$ cat src/rtl/alu_calculadora.sv
// Arithmetic stage of the 3-digit calculator: decodes 7-seg operands, runs an iterative
// add/sub/mul/div, converts the magnitude to 6 BCD digits with fixed 32-cycle latency.
module alu_calculadora (
    input  logic        clk1kHz,
    input  logic        rst,
    input  logic        start,
    input  logic [20:0] Ssegnum1,
    input  logic [20:0] Ssegnum2,
    input  logic [6:0]  operador,
    input  logic [6:0]  signo1,
    output logic [23:0] dres,
    output logic [1:0]  signo_resultado,
    output logic        busy,
    output logic        done
);
    localparam logic [6:0] SEG_NUL  = 7'b1111111;
    localparam logic [6:0] SEG_MIN  = 7'b1111110;
    localparam logic [6:0] SEG_PLUS = 7'b1101100;
    localparam logic [6:0] SEG_MULT = 7'b1001000;
    localparam logic [6:0] SEG_DIV  = 7'b1011011;
    localparam logic [1:0] OP_ADD = 2'd0, OP_SUB = 2'd1, OP_MUL = 2'd2, OP_DIV = 2'd3;

    typedef enum logic [2:0] {S_IDLE, S_DECODE, S_EXEC, S_BCD, S_DONE} state_t;
    state_t state_reg, state_next;

    // Returns {invalid, value}; digit codes are active-low abcdefg with g in bit 0.
    function automatic logic [4:0] seg_decode(input logic [6:0] code);
        case (code)
            7'b0000001, SEG_NUL: seg_decode = 5'd0;
            7'b1001111: seg_decode = 5'd1;
            7'b0010010: seg_decode = 5'd2;
            7'b0000110: seg_decode = 5'd3;
            7'b1001100: seg_decode = 5'd4;
            7'b0100100: seg_decode = 5'd5;
            7'b0100000: seg_decode = 5'd6;
            7'b0001111: seg_decode = 5'd7;
            7'b0000000: seg_decode = 5'd8;
            7'b0000100: seg_decode = 5'd9;
            default:    seg_decode = 5'b10000;
        endcase
    endfunction

    logic [3:0] dig1 [3];
    logic [3:0] dig2 [3];
    logic [2:0] bad1, bad2;

    generate
        for (genvar gi = 0; gi < 3; gi++) begin : g_digit
            assign {bad1[gi], dig1[gi]} = seg_decode(Ssegnum1[gi*7 +: 7]);
            assign {bad2[gi], dig2[gi]} = seg_decode(Ssegnum2[gi*7 +: 7]);
        end
    endgenerate

    logic [9:0] mag1_dec, mag2_dec;
    logic       op_ok;
    logic [1:0] op_dec;

    always_comb begin
        mag1_dec = 10'(dig1[2]) * 10'd100 + 10'(dig1[1]) * 10'd10 + 10'(dig1[0]);
        mag2_dec = 10'(dig2[2]) * 10'd100 + 10'(dig2[1]) * 10'd10 + 10'(dig2[0]);
        op_ok    = 1'b1;
        op_dec   = OP_ADD;
        case (operador)
            SEG_PLUS: op_dec = OP_ADD;
            SEG_MIN:  op_dec = OP_SUB;
            SEG_MULT: op_dec = OP_MUL;
            SEG_DIV:  op_dec = OP_DIV;
            default:  op_ok  = 1'b0;
        endcase
    end

    logic [1:0]  op_reg;
    logic        neg1_reg, err_reg, res_neg_reg, done_reg;
    logic [9:0]  mag1_reg, mag2_reg, mplier_reg, quo_reg, rem_reg;
    logic [19:0] acc_reg, mcand_reg, bin_reg;
    logic [23:0] bcd_reg, dres_reg;
    logic [1:0]  sign_reg;
    logic [4:0]  cnt_reg;

    // Add/sub is a single 12-bit two's-complement sum of the signed operands.
    logic [11:0] add_a, add_b, sum, sum_mag;
    logic [19:0] acc_next;
    logic [10:0] rem_sh, rem_sub;
    logic        rem_ge;
    logic [9:0]  quo_next;
    logic [19:0] res_mag;
    logic        div_zero;

    always_comb begin
        add_a    = neg1_reg ? (12'd0 - {2'b00, mag1_reg}) : {2'b00, mag1_reg};
        add_b    = (op_reg == OP_SUB) ? (12'd0 - {2'b00, mag2_reg}) : {2'b00, mag2_reg};
        sum      = add_a + add_b;
        sum_mag  = sum[11] ? (12'd0 - sum) : sum;
        acc_next = acc_reg + (mplier_reg[0] ? mcand_reg : 20'd0);
        rem_sh   = {rem_reg, quo_reg[9]};
        rem_ge   = rem_sh >= {1'b0, mag2_reg};
        rem_sub  = rem_sh - {1'b0, mag2_reg};
        quo_next = {quo_reg[8:0], rem_ge};
        div_zero = (op_reg == OP_DIV) && (mag2_reg == 10'd0);
        case (op_reg)
            OP_MUL:  res_mag = acc_next;
            OP_DIV:  res_mag = {10'd0, quo_next};
            default: res_mag = {8'd0, sum_mag};
        endcase
    end

    logic [23:0] bcd_adj;
    generate
        for (genvar gi = 0; gi < 6; gi++) begin : g_dabble
            assign bcd_adj[gi*4 +: 4] = (bcd_reg[gi*4 +: 4] >= 4'd5) ?
                                        bcd_reg[gi*4 +: 4] + 4'd3 : bcd_reg[gi*4 +: 4];
        end
    endgenerate

    always_ff @(posedge clk1kHz) begin
        if (rst) state_reg <= S_IDLE;
        else     state_reg <= state_next;
    end

    always_comb begin
        state_next = state_reg;
        case (state_reg)
            S_IDLE:   if (start) state_next = S_DECODE;
            S_DECODE: state_next = S_EXEC;
            S_EXEC:   if (cnt_reg == 5'd9) state_next = S_BCD;
            S_BCD:    if (cnt_reg == 5'd19) state_next = S_DONE;
            S_DONE:   state_next = S_IDLE;
            default:  state_next = S_IDLE;
        endcase
    end

    always_comb begin
        busy = (state_reg == S_EXEC) || (state_reg == S_BCD) || (state_reg == S_DONE);
    end

    always_ff @(posedge clk1kHz) begin
        if (rst) begin
            cnt_reg  <= '0;
            dres_reg <= '0;
            sign_reg <= '0;
            done_reg <= 1'b0;
        end else begin
            done_reg <= (state_reg == S_DONE);
            cnt_reg  <= '0;
            case (state_reg)
                S_DECODE: begin
                    op_reg     <= op_dec;
                    neg1_reg   <= (signo1 == SEG_MIN);
                    err_reg    <= (|bad1) || (|bad2) || !op_ok;
                    mag1_reg   <= mag1_dec;
                    mag2_reg   <= mag2_dec;
                    acc_reg    <= '0;
                    mcand_reg  <= {10'd0, mag1_dec};
                    mplier_reg <= mag2_dec;
                    quo_reg    <= mag1_dec;
                    rem_reg    <= '0;
                end
                S_EXEC: begin
                    cnt_reg    <= (cnt_reg == 5'd9) ? 5'd0 : cnt_reg + 5'd1;
                    acc_reg    <= acc_next;
                    mcand_reg  <= mcand_reg << 1;
                    mplier_reg <= mplier_reg >> 1;
                    quo_reg    <= quo_next;
                    rem_reg    <= 10'(rem_ge ? rem_sub : rem_sh);
                    // The final step's result is captured straight into the converter.
                    if (cnt_reg == 5'd9) begin
                        err_reg     <= err_reg || div_zero;
                        res_neg_reg <= (res_mag != 20'd0) &&
                                       (((op_reg == OP_ADD) || (op_reg == OP_SUB)) ? sum[11] : neg1_reg);
                        bin_reg     <= res_mag;
                        bcd_reg     <= '0;
                    end
                end
                S_BCD: begin
                    cnt_reg <= (cnt_reg == 5'd19) ? 5'd0 : cnt_reg + 5'd1;
                    bcd_reg <= 24'({bcd_adj, bin_reg[19]});
                    bin_reg <= bin_reg << 1;
                end
                S_DONE: begin
                    dres_reg <= err_reg ? 24'd0 : bcd_reg;
                    sign_reg <= err_reg ? 2'd2 : {1'b0, res_neg_reg};
                end
                default: ;
            endcase
        end
    end

    assign dres            = dres_reg;
    assign signo_resultado = sign_reg;
    assign done            = done_reg;
endmodule

$ cat config.mk
export PLATFORM = sky130hd
export DESIGN_NAME = alu_calculadora
export DESIGN_NICKNAME = d
export VERILOG_FILES = /design/src/rtl/alu_calculadora.sv
export SDC_FILE = /design/constraint.sdc
export NUM_CORES = 1
export LEC_CHECK = 0
export CORE_MARGIN = 4
export CORE_UTILIZATION = 60
export DETAILED_ROUTE_END_ITERATION = 12
export HOLD_SLACK_MARGIN = 0.03
export PLACE_DENSITY = 0.89
export SLEW_MARGIN = 40
export SYNTH_ARGS = -nofsm -noshare
export SYNTH_HDL_FRONTEND = slang
export SYNTH_SLANG_ARGS = --single-unit
export TNS_END_PERCENT = 1
$ cat constraint.sdc
create_clock -name clk1kHz -period 5.55 [get_ports clk1kHz]
set_input_delay 0.8325 -clock clk1kHz [delete_from_list [all_inputs] [get_ports clk1kHz]]
set_output_delay 0.8325 -clock clk1kHz [all_outputs]
set_load 0.02 [all_outputs]
# Word level (Yosys, flattened, before mapping)
# Index checks and enable logic that the tools add are counted.
# op_classes
div	0
n_lt_le_gt_ge	7
shifts	0
bitwise_logic	1
n_mux	41
n_mul	4
n_reduce_logical	36
add_sub_neg	17
eq_ne	77
# ops
operator	count
one-hot mux 5 bit (10 select lines)	6
== test 7 bit (second input constant)	23
one-hot mux 20 bit (2 select lines)	4
== test 7 x 3 -> 1 bit (second input constant)	12
== test 7 x 6 -> 1 bit (second input constant)	12
one-hot mux 10 bit (2 select lines)	3
two-way mux 24 bit	2
one-hot mux 24 bit (2 select lines)	1
== test 7 x 1 -> 1 bit (second input constant)	6
== test 7 x 4 -> 1 bit (second input constant)	6
== test 7 x 5 -> 1 bit (second input constant)	6
zero test 7 bit	6
two-way mux 20 bit	2
two-way mux 12 bit	3
greater-or-equal comparator 4 x 3 -> 1 bit (second input constant)	6
subtractor 1 x 10 -> 11 bit (first input constant)	2
adder 10 x 4 -> 10 bit	2
adder 10 x 8 -> 10 bit	2
adder 20 bit	1
adder 4 x 2 -> 4 bit (second input constant)	5
two-way mux 4 bit	5
nonzero test 20 bit	1
multiplier 4 x 5 -> 8 bit (second input constant)	2
multiplier 4 x 3 -> 7 bit (second input constant)	2
other kinds (36)	63
# totals
ramBits	0
in_bits	59
wordCells	201
regBits	174
rom_bits	0
mem_count	0
latchBits	0

# Depth between registers and ports, before layout
# logic_depth
ltp_word	8
ltp_mapped	22
mapped_depth_nobuf	21

# Least setup slack after synthesis
# Ideal clock, no wire load.
# synth_timing
path_type	input-to-reg
from	input rst
to	register acc_reg[0] (enable)
setup_time_ns	0.424
arrival_ns	4.290
path_stages	5
slack_ns	0.836
path_cell_list	inv_1 -> nand2_1 -> nor3_1 -> a21oi_1 -> inv_1
# synth_between
elab_chain_cells	2
# synth_lines
element	line	text
from (decl)	5	input logic rst,
inverter 1 bit (no line)	-	
AND reduction 2 bit (no line)	-	
to (signal assigned)	160	acc_reg <= acc_next;
to (decl)	75	logic [19:0] acc_reg, mcand_reg, bin_reg;
# Every way passes these cells.
# A chain may end at the register's enable or synchronous reset.

# Worst setup path in the final report
# layout_timing
from	input Ssegnum1[8]
to	register mcand_reg[9] (data pin)
# layout_between
elab_chain_cells	7
elab_cells_between_ends	17
classes_between	2 x add/sub; 1 x mul; 10 x eq/ne; 2 x mux; 2 x reduce/logical
# layout_lines
element	line	text
from (decl)	7	input logic [20:0] Ssegnum1,
== test 7 x 1 -> 1 bit / == test 7 bit (equally long branches)	28	case (code)
OR reduction 2 bit	28	
one-hot mux 5 bit (10 select lines) *	28	
multiplier 4 x 3 -> 7 bit *	59	mag1_dec = 10'(dig1[2]) * 10'd100 + 10'(dig1[1]) * 10'd10 + 10'(dig1[0]);
adder 10 x 8 -> 10 bit *	59	
adder 10 x 4 -> 10 bit *	59	
net mag1_dec[9]	54	logic [9:0] mag1_dec, mag2_dec;
one-hot mux 20 bit (2 select lines) *	145	case (state_reg)
to (signal assigned)	153	mcand_reg <= {10'd0, mag1_dec};
to (signal assigned)	161	mcand_reg <= mcand_reg << 1;
to (decl)	75	
# Mark *: on every way through the listed nets, which the timed path passes. The rest lies on a longest branch.

==> results_dict.tcl <==
set metrics [dict create \
    rsz0062_at_grt "false" \
    ys_seq_area_share_pct 39.8 \
    synthArstFlopShare_pct 0 \
    diodes 0 \
    vias 9970 \
    cts-root-buf "clkbuf_16" \
    powerDensity_mw_per_mm2 256 \
    setup_viol 0 \
    ioPinCount 87 \
    leakagePower_nw 5.67 \
    vdd_drop_max_mv 0.209 \
    finalMaxSlewViolations 0 \
    start_kind "primary input" \
    yosys.cell_types.count 75 \
    syn2layout_area_growth_pct 13.8 \
    cpMaxStageDelayCell "clkdlybuf4s50_1" \
    drc 0 \
    drt_pass1_iterations 6 \
    netSwitchingFraction_pct 29.9 \
    place_congestion 0.887 \
    initial_utilization_pct 61.9 \
    critPathKind "in2reg" \
    grt_overflow_total 0 \
    drive_above_1_share_pct 4.52 \
    setup_tns_ns 0 \
    p_int_mw 2.50 \
    cp_data_required_time_ns 5.74 \
    cts_setup_buffers 0 \
    synth-main-ff-cell "edfxtp_1" \
    hold_slack_ns 0.483 \
    cts-resized-gates 0 \
    synth_edf_count 139 \
    final_common_cell "nor2_1" \
    hold_viol 0 \
    placed_cells 1649 \
    power.switching_mw 1.06 \
    period_share_pct 87.6 \
    finalWirelength_um 27100 \
    status "completed" \
    path_cells "clkdlybuf4s50_1 -> nor4_1 -> a21oi_1 -> or3_1 -> o41a_1 -> inv_1 -> ha_1 -> ha_1 -> inv_1 -> fa_1 -> inv_1 -> ha_1 -> ha_1 -> inv_1 -> o21bai_1 -> a21oi_1 -> o21bai_1 -> a21oi_1 -> xnor2_1 -> and2_1 -> a21o_1" \
    port_buffers 86 \
    avgViaCountPerCell 5.93 \
    cts_tree "built" \
    row_count 51 \
    max_freq_mhz 206 \
    clk_path_buf_depth 2 \
    relSlewSlack_pct 49.2 \
    die_w_um 151 \
    cts.clk_slew.worst_paths_ns 0.07 \
    hold_path_class "reg2reg" \
    wl_per_cell_um 16.1 \
    crit_fanout 9 \
    syn_nets 1515 \
    dp_hpwl_um 19500 \
    clkLatencyLatePin_ns 0.44 \
    critPathMaxStageDelay_ns 0.56 \
    grt_first_pass_wirelength_um 44700 \
    die_area_sq_mm 0.0227 \
    power_frac_comb_pct 22.4 \
    ys_seq_elements 174 \
    synth_area_sq_mm 0.0122 \
    maxCapViolations 0 \
    p_seq_share_pct 43.9 \
    fin_nets 1578 \
    drt-initial-drc-count 683 \
    grt_pass1_vias 9783 \
    clock-sinks 174 \
    netlist_instances 1340 \
    worstSetupEndpointType "flop" \
    postCtsHoldBufs 0 \
    grt_use_total_pct 24.0 \
    skew_ns 0.0144 \
    worst_slew_pin_slew_ns 0.761 \
    cp_data_arrival_time_ns 5.05 \
    grt_max_degree 54 \
    final_cell_mix "nor2_1, nand2_1, edfxtp_1" \
    core_sq_mm 0.0198 \
    path_buf_inv 5 \
    final_cells 1681 \
    ys_warn_count 0 \
    numCtsBuffers 17 \
    avgSynthCellArea_sq_um 9.13 \
    htree_levels 4 \
    final_antenna_net_count 0 \
    min_period_ns 4.86 \
    antenna_found_initial 0 \
    die_y_um 151 \
    power.share.clock_pct 33.7 \
    critical_path.top_delay_family "adder cells" \
]
-- worst reg2reg max path, delay by kind of cell, from the launching register on --
kind | cells | cell delay, ns
fa+ha+maj | 2 | 0.58
flops | 1 | 0.83
simple gates | 4 | 0.82
xor+xnor | 1 | 0.16
compound gates | 6 | 1.64
buf+inv | 1 | 0.07
-- cells in the mapped netlist, types with 10 or more instances --
library cell | number | share of area, %
o21ai_0 | 48 | 2.0
nor2b_1 | 15 | 0.77
clkbuf_1 | 50 | 1.5
nand3_1 | 22 | 0.90
o211ai_1 | 10 | 0.61
a21oi_1 | 109 | 4.5
inv_1 | 71 | 2.2
nor3_1 | 44 | 1.8
a31oi_1 | 11 | 0.56
edfxtp_1 | 139 | 34
mux2i_1 | 15 | 1.2
xor2_1 | 25 | 1.8
nand2_1 | 147 | 4.5
dfxtp_1 | 35 | 5.7
a21o_1 | 26 | 1.6
fa_1 | 13 | 2.1
ha_1 | 103 | 11
nand4_1 | 11 | 0.56
xnor2_1 | 73 | 5.2
nand2b_1 | 21 | 1.1
and2_1 | 38 | 1.9
nor3b_1 | 18 | 1.1
nor2_1 | 168 | 5.2
o21bai_1 | 10 | 0.61
-- metrics by stage --
| stage | instance area, sq um | power [mW] | worst slack [ns] | util [%] |
|---|---|---|---|---|
| 2_1_floorplan | 12200 | 2.16 | 0.836 | - |
| 3_3_place_gp | 13300 | 2.34 | 0.486 | 67.3 |
| 3_5_place_dp | 13300 | 2.37 | 0.286 | 67.4 |
| 4_1_cts | 13900 | 3.57 | 0.716 | 70.4 |
| 5_1_grt | 13900 | 3.72 | 0.343 | 70.4 |
| 6_report | 13900 | 3.56 | 0.686 | 70.4 |
-- final timing paths --
check             cells past startpoint  slack, ns           from      endpoint
hold / removal                        1       0.48     cnt_reg[0]    cnt_reg[0]
setup reg to reg                     14       1.20  mplier_reg[0]   res_neg_reg
hold reg to reg                       1       0.48     cnt_reg[0]    cnt_reg[0]
setup / recovery                     21       0.69    Ssegnum1[8]  mcand_reg[9]
-- power by group through the flow --
stage | Combinational [mW] | Clock [mW] | Sequential, mW
detailed placement | 0.785 | 0 | 1.59
global placement | 0.754 | 0 | 1.59
global route | 0.882 | 1.27 | 1.57
floorplan | 0.580 | 0 | 1.58
CTS | 0.794 | 1.21 | 1.56
finish | 0.800 | 1.20 | 1.56
-- cell families (layout without fill, tap and decap cells) --
group	Yosys count	count (layout)	synth area share (%)
AND/OR/NAND/NOR	524	524	20.3
AO/OA/AOI/OAI	285	285	14.9
flip-flops	174	174	39.8
buffers and inverters	127	203	3.96
adder cells (fa/ha/maj)	116	116	12.7
XOR/XNOR	98	98	7.01
multiplexers	16	16	1.32
-- metal layers --
metal	vias up	track usage [%]	part of all wire, %
met4	0	7.52	1.9
met5	-	0	0
met1	4678	29.9	42
met3	41	4.16	6.5
li1	4889	-	-
met2	362	42.6	50
-- layout make-up --
class	instances	area (sq um)
Multi-Input combinational cell	1039	6900
Sequential cell	174	4870
Tap cell	265	332
Timing Repair Buffer	99	962
Clock inverter	12	118
Fill cell	1452	5860
Inverter	72	270
Clock buffer	20	468
Note: power is estimated with default switching activity, not from simulation.
